[config.mk]
export PLATFORM = sky130hd
export DESIGN_NAME = fetch_queue_stage
export DESIGN_NICKNAME = d
export VERILOG_FILES = /design/src/rtl/fetch_queue_stage_pkg.sv /design/src/rtl/fetch_fifo.sv /design/src/rtl/fetch_queue_stage.sv
export SDC_FILE = /design/constraint.sdc
export NUM_CORES = 1
export LEC_CHECK = 0
export CORE_MARGIN = 2
export CORE_UTILIZATION = 52
export CTS_CLUSTER_DIAMETER = 30
export CTS_CLUSTER_SIZE = 20
export DETAILED_ROUTE_END_ITERATION = 6
export PLACE_DENSITY = 0.77
export SYNTH_ARGS = -nofsm -noshare
export SYNTH_HDL_FRONTEND = slang
export SYNTH_SLANG_ARGS = --single-unit
[constraint.sdc]
create_clock -name clk -period 9.7 [get_ports clk]
set_input_delay 2.425 -clock clk [delete_from_list [all_inputs] [get_ports clk]]
set_output_delay 2.425 -clock clk [all_outputs]
set_load 0.01 [all_outputs]
[src/rtl/fetch_queue_stage_pkg.sv]
// Shared types for the queued instruction fetch stage:
// queue entries {pc, inst} and outstanding-read tags {pc, epoch}.
package fetch_queue_stage_pkg;

  typedef struct packed {
    logic [31:0] pc;
    logic [31:0] inst;
  } fetch_entry_t;

  typedef struct packed {
    logic [31:0] pc;
    logic        epoch;
  } fetch_tag_t;

endpackage

[src/rtl/fetch_fifo.sv]
// Synchronous FIFO (DEPTH a power of two) with push, pop, one-cycle flush.
// Ports: push/din, pop/dout, flush, full, empty, count (0..DEPTH).
module fetch_fifo
  import fetch_queue_stage_pkg::*;
#(
  parameter int unsigned WIDTH = 64,
  parameter int unsigned DEPTH = 4
) (
  input  logic                     clk,
  input  logic                     rst_n,
  input  logic                     push,
  input  logic [WIDTH-1:0]         din,
  input  logic                     pop,
  input  logic                     flush,
  output logic [WIDTH-1:0]         dout,
  output logic                     full,
  output logic                     empty,
  output logic [$clog2(DEPTH):0]   count
);

  localparam int unsigned AW = $clog2(DEPTH);
  localparam logic [AW:0] ONE = 1;

  logic [WIDTH-1:0] mem [DEPTH];
  logic [AW:0]      wr_ptr;
  logic [AW:0]      rd_ptr;
  logic             do_push;
  logic             do_pop;

  assign do_push = push && !full && !flush;
  assign do_pop  = pop && !empty && !flush;

  // Extra pointer MSB tells full from empty.
  assign empty = wr_ptr == rd_ptr;
  assign full  = (wr_ptr[AW] != rd_ptr[AW]) &&
                 (wr_ptr[AW-1:0] == rd_ptr[AW-1:0]);
  assign count = wr_ptr - rd_ptr;
  assign dout  = mem[rd_ptr[AW-1:0]];

  always_ff @(posedge clk or negedge rst_n) begin
    if (!rst_n) begin
      wr_ptr <= '0;
      rd_ptr <= '0;
    end else if (flush) begin
      wr_ptr <= '0;
      rd_ptr <= '0;
    end else begin
      if (do_push) wr_ptr <= wr_ptr + ONE;
      if (do_pop)  rd_ptr <= rd_ptr + ONE;
    end
  end

  always_ff @(posedge clk) begin
    if (do_push) mem[wr_ptr[AW-1:0]] <= din;
  end

endmodule

[src/rtl/fetch_queue_stage.sv]
// Multi-outstanding instruction fetch with a QUEUE_DEPTH instruction queue
// and epoch-tagged redirect. Memory port: mem_start/ready/addr, mem_data(_valid).
// ID port: if_valid/reg_pc/inst/inst_id, if_stall_flg; redirect: branch_hazard/
// branch_target. Optional macro FETCH_BYPASS_EN: same-cycle response bypass.
module fetch_queue_stage
  import fetch_queue_stage_pkg::*;
#(
  parameter int unsigned QUEUE_DEPTH     = 4,
  parameter int unsigned MAX_OUTSTANDING = 2,
  parameter logic [31:0] RESET_VECTOR    = 32'h0000_0000
) (
  input  logic        clk,
  input  logic        rst_n,
  output logic        mem_start,
  input  logic        mem_ready,
  output logic [31:0] mem_addr,
  input  logic [31:0] mem_data,
  input  logic        mem_data_valid,
  output logic        if_valid,
  output logic [31:0] if_reg_pc,
  output logic [31:0] if_inst,
  output logic [63:0] if_inst_id,
  input  logic        if_stall_flg,
  input  logic        branch_hazard,
  input  logic [31:0] branch_target
);

  localparam int unsigned CW = $clog2(QUEUE_DEPTH) + 1;
  localparam logic [CW-1:0] MO = CW'(MAX_OUTSTANDING);
  localparam logic [CW:0]   QD = (CW + 1)'(QUEUE_DEPTH);

  fetch_entry_t q_din, q_dout, head;
  fetch_tag_t   t_din, t_dout;

  logic          q_push, q_pop, q_full, q_empty;
  logic          t_push, t_full, t_empty;
  logic [CW-1:0] q_count, t_count;
  logic [CW:0]   inflight;

  logic [31:0] fpc;
  logic        epoch;
  logic [63:0] inst_id;
  logic        rsp_live;
  logic        bypass;
  logic        deliver;

  // Credits use registered occupancy only; a pop frees room next cycle.
  assign inflight  = {1'b0, q_count} + {1'b0, t_count};
  assign mem_start = rst_n && !branch_hazard &&
                     !t_full && !q_full &&
                     (t_count < MO) && (inflight < QD);
  assign mem_addr  = fpc;

  assign t_push = mem_start && mem_ready;
  assign t_din  = '{pc: fpc, epoch: epoch};

  // A response without a tag (e.g. after reset) is ignored.
  assign rsp_live = mem_data_valid && !t_empty &&
                    (t_dout.epoch == epoch) && !branch_hazard;

`ifdef FETCH_BYPASS_EN
  assign bypass = rsp_live && q_empty;
`else
  assign bypass = 1'b0;
`endif

  assign head = bypass ? '{pc: t_dout.pc, inst: mem_data} : q_dout;

  assign if_valid   = (!q_empty || bypass) && !branch_hazard;
  assign if_reg_pc  = (q_empty && !bypass) ? '0 : head.pc;
  assign if_inst    = (q_empty && !bypass) ? '0 : head.inst;
  assign if_inst_id = inst_id;

  assign deliver = if_valid && !if_stall_flg;
  assign q_din   = '{pc: t_dout.pc, inst: mem_data};
  assign q_push  = rsp_live && !(bypass && deliver);
  assign q_pop   = deliver && !bypass;

  fetch_fifo #(
    .WIDTH ($bits(fetch_entry_t)),
    .DEPTH (QUEUE_DEPTH)
  ) u_queue (
    .clk   (clk),
    .rst_n (rst_n),
    .push  (q_push),
    .din   (q_din),
    .pop   (q_pop),
    .flush (branch_hazard),
    .dout  (q_dout),
    .full  (q_full),
    .empty (q_empty),
    .count (q_count)
  );

  // Tags survive a redirect so stale responses are consumed and dropped.
  fetch_fifo #(
    .WIDTH ($bits(fetch_tag_t)),
    .DEPTH (QUEUE_DEPTH)
  ) u_tags (
    .clk   (clk),
    .rst_n (rst_n),
    .push  (t_push),
    .din   (t_din),
    .pop   (mem_data_valid),
    .flush (1'b0),
    .dout  (t_dout),
    .full  (t_full),
    .empty (t_empty),
    .count (t_count)
  );

  always_ff @(posedge clk or negedge rst_n) begin
    if (!rst_n) begin
      fpc     <= RESET_VECTOR;
      epoch   <= 1'b0;
      inst_id <= '0;
    end else if (branch_hazard) begin
      fpc     <= branch_target;
      epoch   <= ~epoch;
    end else begin
      if (t_push)  fpc     <= fpc + 32'd4;
      if (deliver) inst_id <= inst_id + 64'd1;
    end
  end

endmodule
==> run metrics <==
outcome=finished clean; initial antenna violation count=0; Resized cells post-CTS=0; compound-cell area share of the yosys netlist=2.144%; yosys warns=0; H-tree Lvls=3; ys flop type=edfxtp_1; DRT iter0 DRCs=855; Worst EP required=7.28 ns; # DRC=0; pins over their slew limit=0; Seq/Total Area, Yosys=71.00%; worst setup path start=rst_n; Adder-Cell Fraction of Synth Area=1.310%; share of layout cells above drive strength 1=19.13%; Fmax achieved=151.5 MHz; First-pass DRT Iterations=5; core box area=0.03856 mm2; Overall Global Routing Usage=23.28%; worst setup path end=mem_start; Ports=232; # rows=72; routed via count=11790; commonest cells in the netlist=edfxtp_1 (388), dfrtp_1 (109), mux4_2 (97); Detailed Place HPWL=26.62 mm; Synth async-reset ratio=21.93%; Nets=1556; vias in the first global route=12420; Max FO, Critical Path=36; Reg2Reg Depth=9; Avg Inst Size Synth=17.10 um2; Post-Route Skew=0.03154 ns; Clock transition at path regs=0.04 ns; post-synth net total=1274; worst vdd ir=0.0001566 V; CTS root buf=clkbuf_16; synthesized flop and latch total=497; die height=201.3 um; area leader, netlist=edfxtp_1; DR WL/cell=22.60 um; port bufs=231; Hold Crit Class=flip-flop to flip-flop; Final WS setup=3.100 ns; mux cell area share after synthesis=11.23%; r2r endpoint=u_tags.mem[3][4]; clock tree buffer depth=3; fin area=0.02618 mm2; unrepaired setup endpoints after global routing=false; Reg2Reg Launch Point=u_tags.rd_ptr[1]; vias per cell=5.724; Setup-failing EPs final=0; Mapped Area=0.02025 mm2; largest net degree at the start of global routing=76; CTS hold repair buffers=0; XOR/XNOR Fraction of Synth Area=3.670%; Slew @ Worst Pin=1.095 ns; EDFF count, synth=388; nature of the critical path endpoint=output pin; Slew headroom=27.00%; Post-CTS Setup Bufs=0; Setup WS pre-CTS=3.099 ns; Worst R2R Setup Slack=4.63 ns; Netlist cell types=56; width of the chip=201.3 um; main combinational cell family by area after synthesis=multiplexers; WS Path Type=primary input to output pin; Worst Path Arrival=4.17 ns; P_leak=9.098 nW; Setup TNS Final=0 ns; n_diodes=0; final number of hold-violating endpoints=0; count leader, synth=edfxtp_1; Initial Util=52.52%; die area=0.04054 mm2; Post-DP Area=0.02310 mm2; CTS tree=yes; first-pass GRT wire length=71.66 mm; MaxCap Viol Count=0; gr ovfl total=0; Syn Inst Count=1184; top post-synthesis cells by area=edfxtp_1 (58%), dfrtp_1 (13%), mux4_2 (11%); minimum clock period=6.600 ns; Post-Route WL=46.55 mm; Antenna Violating Nets Remaining=0; Startpoint Class=primary input; hold slack=0.4701 ns; RePlAce Congestion=0.7819; simple-gate share of the synthesized area=9.218%; clock insertion delay at the later pin of the skew report=0.61 ns; Final period util=68.04%; cts bufs inserted=90; Sink Count=497; post-synth top area share=57.53%; layout overhead on the synthesized area=29.29%; Cell Pwr Density=282.3 mW/mm2
## registers in the layout (all words and copies together), names as in the netlist
name,count
epoch,1
u_queue.mem,256
u_queue.wr_ptr,3
if_inst_id,64
u_tags.rd_ptr,3
u_tags.mem,132
u_tags.wr_ptr,3
u_queue.rd_ptr,3
mem_addr,32
## per-stage QoR
step	total power, mW	instances	utilization [%]
after CTS	7.463	2060	67.91
after floorplan	3.626	1184	-
final	7.392	2060	67.91
after global placement	4.299	1892	59.92
after detailed placement	4.342	1892	59.92
after global routing	7.685	2060	67.91
## layer usage
metal / up-vias / share of wire (%) / track usage [%]
met4: 0 / 2.6 / 8.981
li1: 5190 / - / -
met1: 6064 / 41 / 30.26
met3: 90 / 6.4 / 5.394
met5: - / 0 / 0
met2: 447 / 50 / 38.49
## worst min-delay path by stage
stage / from / end / cells past startpoint
6_report: if_inst_id[63] / if_inst_id[63] / 1
5_1_grt: if_inst_id[63] / if_inst_id[63] / 1
4_1_cts: if_inst_id[63] / if_inst_id[63] / 1
3_5_place_dp: if_inst_id[63] / if_inst_id[63] / 1
3_3_place_gp: if_inst_id[63] / if_inst_id[63] / 1
2_1_floorplan: u_tags.rd_ptr[2] / u_tags.rd_ptr[2] / 1
## cell type report
type / count / area [um2]
Tap cell: 518 / 648.1
Fill cell: 2592 / 12370
Sequential cell: 497 / 14390
Clock inverter: 67 / 711.9
Clock buffer: 101 / 2366
Timing Repair Buffer: 239 / 2365
Inverter: 26 / 97.59
Multi-Input combinational cell: 612 / 5607
## cells in the final DEF, fill, tap and decap left out, types with 21 or more instances in the layout
cell / count
clkbuf_16: 92
clkdlybuf4s50_1: 229
dfrtp_1: 106
edfxtp_1: 388
inv_1: 26
mux4_2: 97
nand2_1: 57
nand3_1: 35
nand4_1: 26
nor2_1: 47
nor2b_1: 64
nor4_1: 21
xnor2_1: 39
xor2_1: 44
## where the power goes
group | switching (mW) | internal [mW] | total [mW]
Sequential | 0.120 | 2.57 | 2.69
Combinational | 0.815 | 0.784 | 1.60
Clock | 1.10 | 2.00 | 3.10
## worst max-delay path: stages
cell,delay (ns)
buf_4,0.40
nor3b_1,0.38
o2111ai_1,0.21
nor2_1,0.14
clkdlybuf4s50_1,0.60
## cells by family after synthesis
group                    after synthesis
flip-flops                           497
adder cells (fa/ha/maj)               20
XOR/XNOR                              84
buffers and inverters                 75
AND/OR/NAND/NOR                      337
multiplexers                         105
AO/OA/AOI/OAI                         66
(Power assumes the default switching activity.)
==> variant 1 (config.mk and constraints unchanged) <==
Reset style: synchronous (`rst_n`), changed in 2 clocked blocks.
--- a/src/rtl/fetch_fifo.sv
+++ b/src/rtl/fetch_fifo.sv
@@ -37,7 +37,7 @@
   assign count = wr_ptr - rd_ptr;
   assign dout  = mem[rd_ptr[AW-1:0]];
 
-  always_ff @(posedge clk or negedge rst_n) begin
+  always_ff @(posedge clk) begin
     if (!rst_n) begin
       wr_ptr <= '0;
       rd_ptr <= '0;
--- a/src/rtl/fetch_queue_stage.sv
+++ b/src/rtl/fetch_queue_stage.sv
@@ -109,7 +109,7 @@
     .count (t_count)
   );
 
-  always_ff @(posedge clk or negedge rst_n) begin
+  always_ff @(posedge clk) begin
     if (!rst_n) begin
       fpc     <= RESET_VECTOR;
       epoch   <= 1'b0;
Check against the original RTL: differs if rst_n is asserted again (counterexample within 4 cycles, from zero or initial values and one cycle with rst_n low); with rst_n held inactive, the same outputs for 4 cycles.
==> variant 1 against the unedited design <==
  * Register-to-register slack improved by 0.97 ns
  * Clock skew fell by 0.015 ns
  * Setup slack got worse by 0.45 ns
  * Wire length rose by 2.4%
  * Critical path depth fell by 1
  * Synthesized area rose by 0.49%
  * Final cell count rose by 5.0%
  * Synthesized cell count rose by 9.1%
  * Sequential cell count rose by 4
  * Fmax fell by 6.4%
  * Die area rose by 0.49%
  * Cell area rose by 1.0%
Power is not compared: it rests on default switching activity, and its combinational part moved more than twofold at a synthesized area within 25%.
==> variant 1: results (changes against the unedited design) <==
nets: 1659  # was 1,556
cts_resized: 0  # unchanged
worst_clock_skew_ns: 0.0164  # was 0.0315 ns
finalHoldViolations: 0  # unchanged
largest_register_ff_count: 256  # unchanged
synthTopCellsByCount: "edfxtp_1, dfxtp_1, mux4_2"  # was edfxtp_1, dfrtp_1, mux4_2
irDropWorstVdd_v: 0.000167
postLayoutCellArea_um2: 26500  # was 26,200 µm²
antenna_found_initial: 1  # was 0
grt_pass1_wl_mm: 73.9  # was 71.7 mm
fillers: 2468  # was 2,592
grt_pass1_vias: 13000  # was 12,400
status: "finished clean"  # unchanged
insertion_delay_ns: 0.60
placed_area_um2: 23200  # was 23,100 µm²
htreeDepth: 3  # unchanged
drv_slew: 0  # unchanged
post-place-ws_ns: 2.74  # was 3.10 ns
cp_slowest_stage_delay_ns: 1.08  # was 0.60 ns
crit_family: "buffers and inverters"  # unchanged
ys.flop_type: "edfxtp_1"  # unchanged
cts_made_buffers: 89  # was 90
postCtsSetupBuffers: 0  # unchanged
hold_class: "reg -> reg"  # unchanged
clk_path_buf_depth: 3  # unchanged
leakage_nw: 8.44
drt-initial-drc-count: 1083  # was 855
gp_congestion: 0.816  # was 0.782
yosys.cell_types.count: 62  # was 56
vias_per_cell: 5.90  # was 5.72
synth_top_area_frac: 0.573  # was 0.575
ys_seq_area_frac: 0.684  # was 0.710
worstPathMaxFanout: 27  # was 36
syn-num-nets: 1382  # was 1,274
clkTransAtPathRegs_ns: 0.05
root_buffer: "clkbuf_16"  # unchanged
arrival_ns: 4.63  # was 4.17 ns
wl_per_cell_um: 22.0  # was 22.6 µm
grtUsageTotal: 0.236  # was 0.233
yosys-top-cells-area: "edfxtp_1, dfxtp_1, mux4_2"  # was edfxtp_1, dfrtp_1, mux4_2
dp_hpwl_mm: 27.8  # was 26.6 mm
synth_edf_count: 388  # unchanged
slew_headroom: 0.162  # was 0.270
grt_max_degree: 84  # was 76
synth_async_sr_flop_share: 0  # was 0.219
drive_gt1_frac: 0.181  # was 0.191
cp_slowest_cell: "clkdlybuf4s50_1"  # unchanged
drt_first_pass_iters: 5  # unchanged
portBuffers: 231  # unchanged
yosys_warnings: 0  # unchanged
==> variant 1: cell types whose count changed after synthesis, moves of 12 or more <==
cell,delta
o21ai_1,-17
a211oi_1,+12
dfxtp_1,+113
a21oi_1,+35
or4_1,+22
o21ai_0,+29
o31ai_1,+21
xor2_1,-34
dfrtp_1,-109
clkbuf_1,+13
nor2_1,+12
nand2_1,-13
==> variant 1: cell families after synthesis <==
family	count (synthesis)	share of synthesized area
buffers and inverters	94	0.0177
and+or+nand+nor	370	0.104
muxes	111	0.115
adders and majority gates	20	0.0130
AOI/OAI and AO/OA	154	0.0482
DFF	501	0.684
xor gates and xnor gates	42	0.0188
==> variant 1: worst register-to-register path: cells and delay by family, from the launching register on <==
kind	cells	cell delay, ns
muxes	1	0.61
and+or+nand+nor	2	1.35
buffers and inverters	2	1.23
DFF	1	0.31
xor gates and xnor gates	1	0.17
==> variant 1: area by class of cell <==
| type | instances | area share |
|---|---|---|
| clock inverter | 67 | 0.0333 |
| multi-input combinational | 697 | 0.231 |
| sequential | 501 | 0.526 |
| timing repair buffer | 250 | 0.0926 |
| inverter | 30 | 0.00426 |
| clock buffer | 99 | 0.0884 |
| antenna | 1 | 0.0000946 |
| tap | 518 | 0.0245 |
==> variant 1: stage by stage <==
step | power, W | cells
after global routing | 0.00613 | 2163
after CTS | 0.00601 | 2162
after global placement | 0.00270 | 1996
after detailed placement | 0.00271 | 1996
after floorplan | 0.00259 | 1292
final | 0.00597 | 2163
==> variant 1: final timing paths <==
| check | startpoint | end | slack (ns) | cells after the start |
|---|---|---|---|---|
| setup / recovery | rst_n | mem_start | 2.65 | 4 |
| hold / removal | if_inst_id[48]$_SDFFE_PN0P_ | if_inst_id[48]$_SDFFE_PN0P_ | 0.50 | 2 |
| setup reg to reg | flip-flop | u_queue.mem[3][30]$_DFFE_PP_ | 5.60 | 6 |
| hold reg to reg | if_inst_id[48]$_SDFFE_PN0P_ | if_inst_id[48]$_SDFFE_PN0P_ | 0.50 | 2 |
==> variant 1: layer usage <==
| layer | track usage | vias to the layer above | routed length (µm) |
|---|---|---|---|
| met5 | 0 | - | 0 |
| met4 | 0.105 | 0 | 1730 |
| met3 | 0.0485 | 104 | 3180 |
| met2 | 0.383 | 555 | 23000 |
| met1 | 0.310 | 6429 | 19700 |
| li1 | - | 5665 | - |
==> variant 1: power by group <==
part | internal [W] | leakage [nW] | switching [W] | total (W)
sequential | 0.00237 | 4.44 | 0.0000341 | 0.00241
clock | 0.00221 | 1.54 | 0.00108 | 0.00329
combinational | 0.000125 | 2.46 | 0.000144 | 0.000269
==> variant 2 (same flow settings) <==
Made on the original files. Change the parameter `QUEUE_DEPTH` from 4 to 8.
--- a/src/rtl/fetch_queue_stage.sv
+++ b/src/rtl/fetch_queue_stage.sv
@@ -5,7 +5,7 @@
 module fetch_queue_stage
   import fetch_queue_stage_pkg::*;
 #(
-  parameter int unsigned QUEUE_DEPTH     = 4,
+  parameter int unsigned QUEUE_DEPTH     = 8,
   parameter int unsigned MAX_OUTSTANDING = 2,
   parameter logic [31:0] RESET_VECTOR    = 32'h0000_0000
 ) (
Behaviour: same outputs for any inputs over 4 cycles, from zero or initial values and one cycle with rst_n low; that may be too few to reach the edited logic, so the function may still have changed.
==> variant 2 against the unedited design <==
  * Global-route usage rose by 0.99 points
  * Synthesized area rose by 74%
  * Combinational power rose by 70%
  * Sequential cell count rose by 392
  * Power rose by 74%
  * Register-to-register slack got worse by 1.4 ns
  * Cell area rose by 67%
  * Clock power rose by 71%
  * Wire length rose by 80%
  * Hold slack improved by 0.0055 ns
  * Setup slack got worse by 1.0 ns
  * Clock skew rose by 0.011 ns
  * Sequential share of layout area rose by 4.8 points
  * Critical endpoint unchanged
==> variant 2: results (changes against the unedited design) <==
status: "finished clean"  # unchanged
drt_first_pass_iters: 6  # was 5
worstPathMaxFanout: 35  # was 36
worst_clock_skew_ns: 0.0429  # was 0.0315 ns
wirelength_mm: 83.6  # was 46.6 mm
fillers: 4311  # was 2,592
synthAdderAreaFrac: 0.00612  # was 0.0131
synth-xor-area-share: 0.0216  # was 0.0367
grt_pass1_vias: 20600  # was 12,400
r2r_start: "u_tags.rd_ptr[2]$_DFFE_PN0P_"  # was u_tags.rd_ptr[1]$_DFFE_PN0N_
synth_compound_area_frac: 0.0250  # was 0.0214
grt_max_degree: 70  # was 76
nets: 2350  # was 1,556
syn-num-nets: 2026  # was 1,274
cts_made_buffers: 145  # was 90
synth_async_sr_flop_share: 0.127  # was 0.219
htreeDepth: 4  # was 3
grtUsageMet1: 0.308  # was 0.303
r2r_slack_ns: 3.26  # was 4.63 ns
yosys-top-cells-area: "edfxtp_1, mux4_2, dfrtp_1"  # was edfxtp_1, dfrtp_1, mux4_2
irDropWorstVdd_v: 0.000320  # was 0.000157 V
top_layer: "met5"  # was met4
gp_congestion: 0.829  # was 0.782
layout.cells.non_filler: 3259  # was 2,060
grtUsageTotal: 0.243  # was 0.233
wl_met3_mm: 7.64  # was 2.99 mm
drt-met1-wl_mm: 31.9  # was 19.0 mm
yosys.cell_types.count: 62  # was 56
post-place-ws_ns: 2.53  # was 3.10 ns
dp_hpwl_mm: 44.3  # was 26.6 mm
ys_seq_area_frac: 0.743  # was 0.710
wl_met2_mm: 42.5  # was 23.4 mm
slew_headroom: 0.309  # was 0.270
antenna_found_initial: 6  # was 0
insertion_delay_ns: 0.74  # was 0.61 ns
r2r_end: "u_tags.mem[3][17]$_DFFE_PP_"  # was u_tags.mem[3][4]$_DFFE_PP_
dp.cells: 2990  # was 1,892
grt_pass1_wl_mm: 126  # was 71.7 mm
worstRegToRegCells: 12  # was 9
largest_register_ff_count: 512  # was 256
[variant 2: cell count changes after synthesis, moves of 11 or more]
cell / change
xnor2_1: +29
a21oi_1: +71
mux4_2: +97
buf_2: +12
nor4_1: -11
clkbuf_1: +26
nand3_1: +11
edfxtp_1: +388
nand2_1: +230
nor2b_1: -64
nand4_1: +11
xor2_1: -27
[variant 2: worst max-delay path, cell delays in order (launching register included)]
cell	delay [ns]
dfrtp_2	0.89
clkinv_1	0.48
buf_4	0.39
ha_1	0.42
xor2_1	0.34
ha_1	0.32
nand4bb_1	0.11
nand4b_1	0.19
a2111o_1	0.55
nor2_1	0.16
clkdlybuf4s50_1	0.60
[variant 2: worst max path at each step]
stage,cells after the start,from,slack [ns],endpoint
after floorplan,5,branch_hazard,1.58,u_queue.mem[0][0]$_DFFE_PP_
after CTS,10,u_tags.rd_ptr[2]$_DFFE_PN0P_,2.10,mem_start
after global placement,5,rst_n,2.57,mem_start
after global routing,10,u_tags.rd_ptr[2]$_DFFE_PN0P_,1.82,mem_start
final,10,u_tags.rd_ptr[2]$_DFFE_PN0P_,2.09,mem_start
after detailed placement,5,rst_n,2.53,mem_start
[variant 2: power by group]
group | switching (W) | leakage [nW] | internal [W]
logic | 0.00150 | 3.83 | 0.00122
registers | 0.000257 | 8.45 | 0.00462
clock network | 0.00192 | 2.47 | 0.00338
[variant 2: final cells by class]
| type | instances | area, µm² | area share |
|---|---|---|---|
| clock buffers | 164 | 3740 | 0.0856 |
| well taps | 873 | 1090 | 0.0250 |
| inverters | 26 | 97.6 | 0.00223 |
| clock inverters | 105 | 1420 | 0.0325 |
| flip-flops and latches | 889 | 26100 | 0.598 |
| repair buffers | 263 | 2540 | 0.0582 |
| multi-input cells | 939 | 8680 | 0.199 |
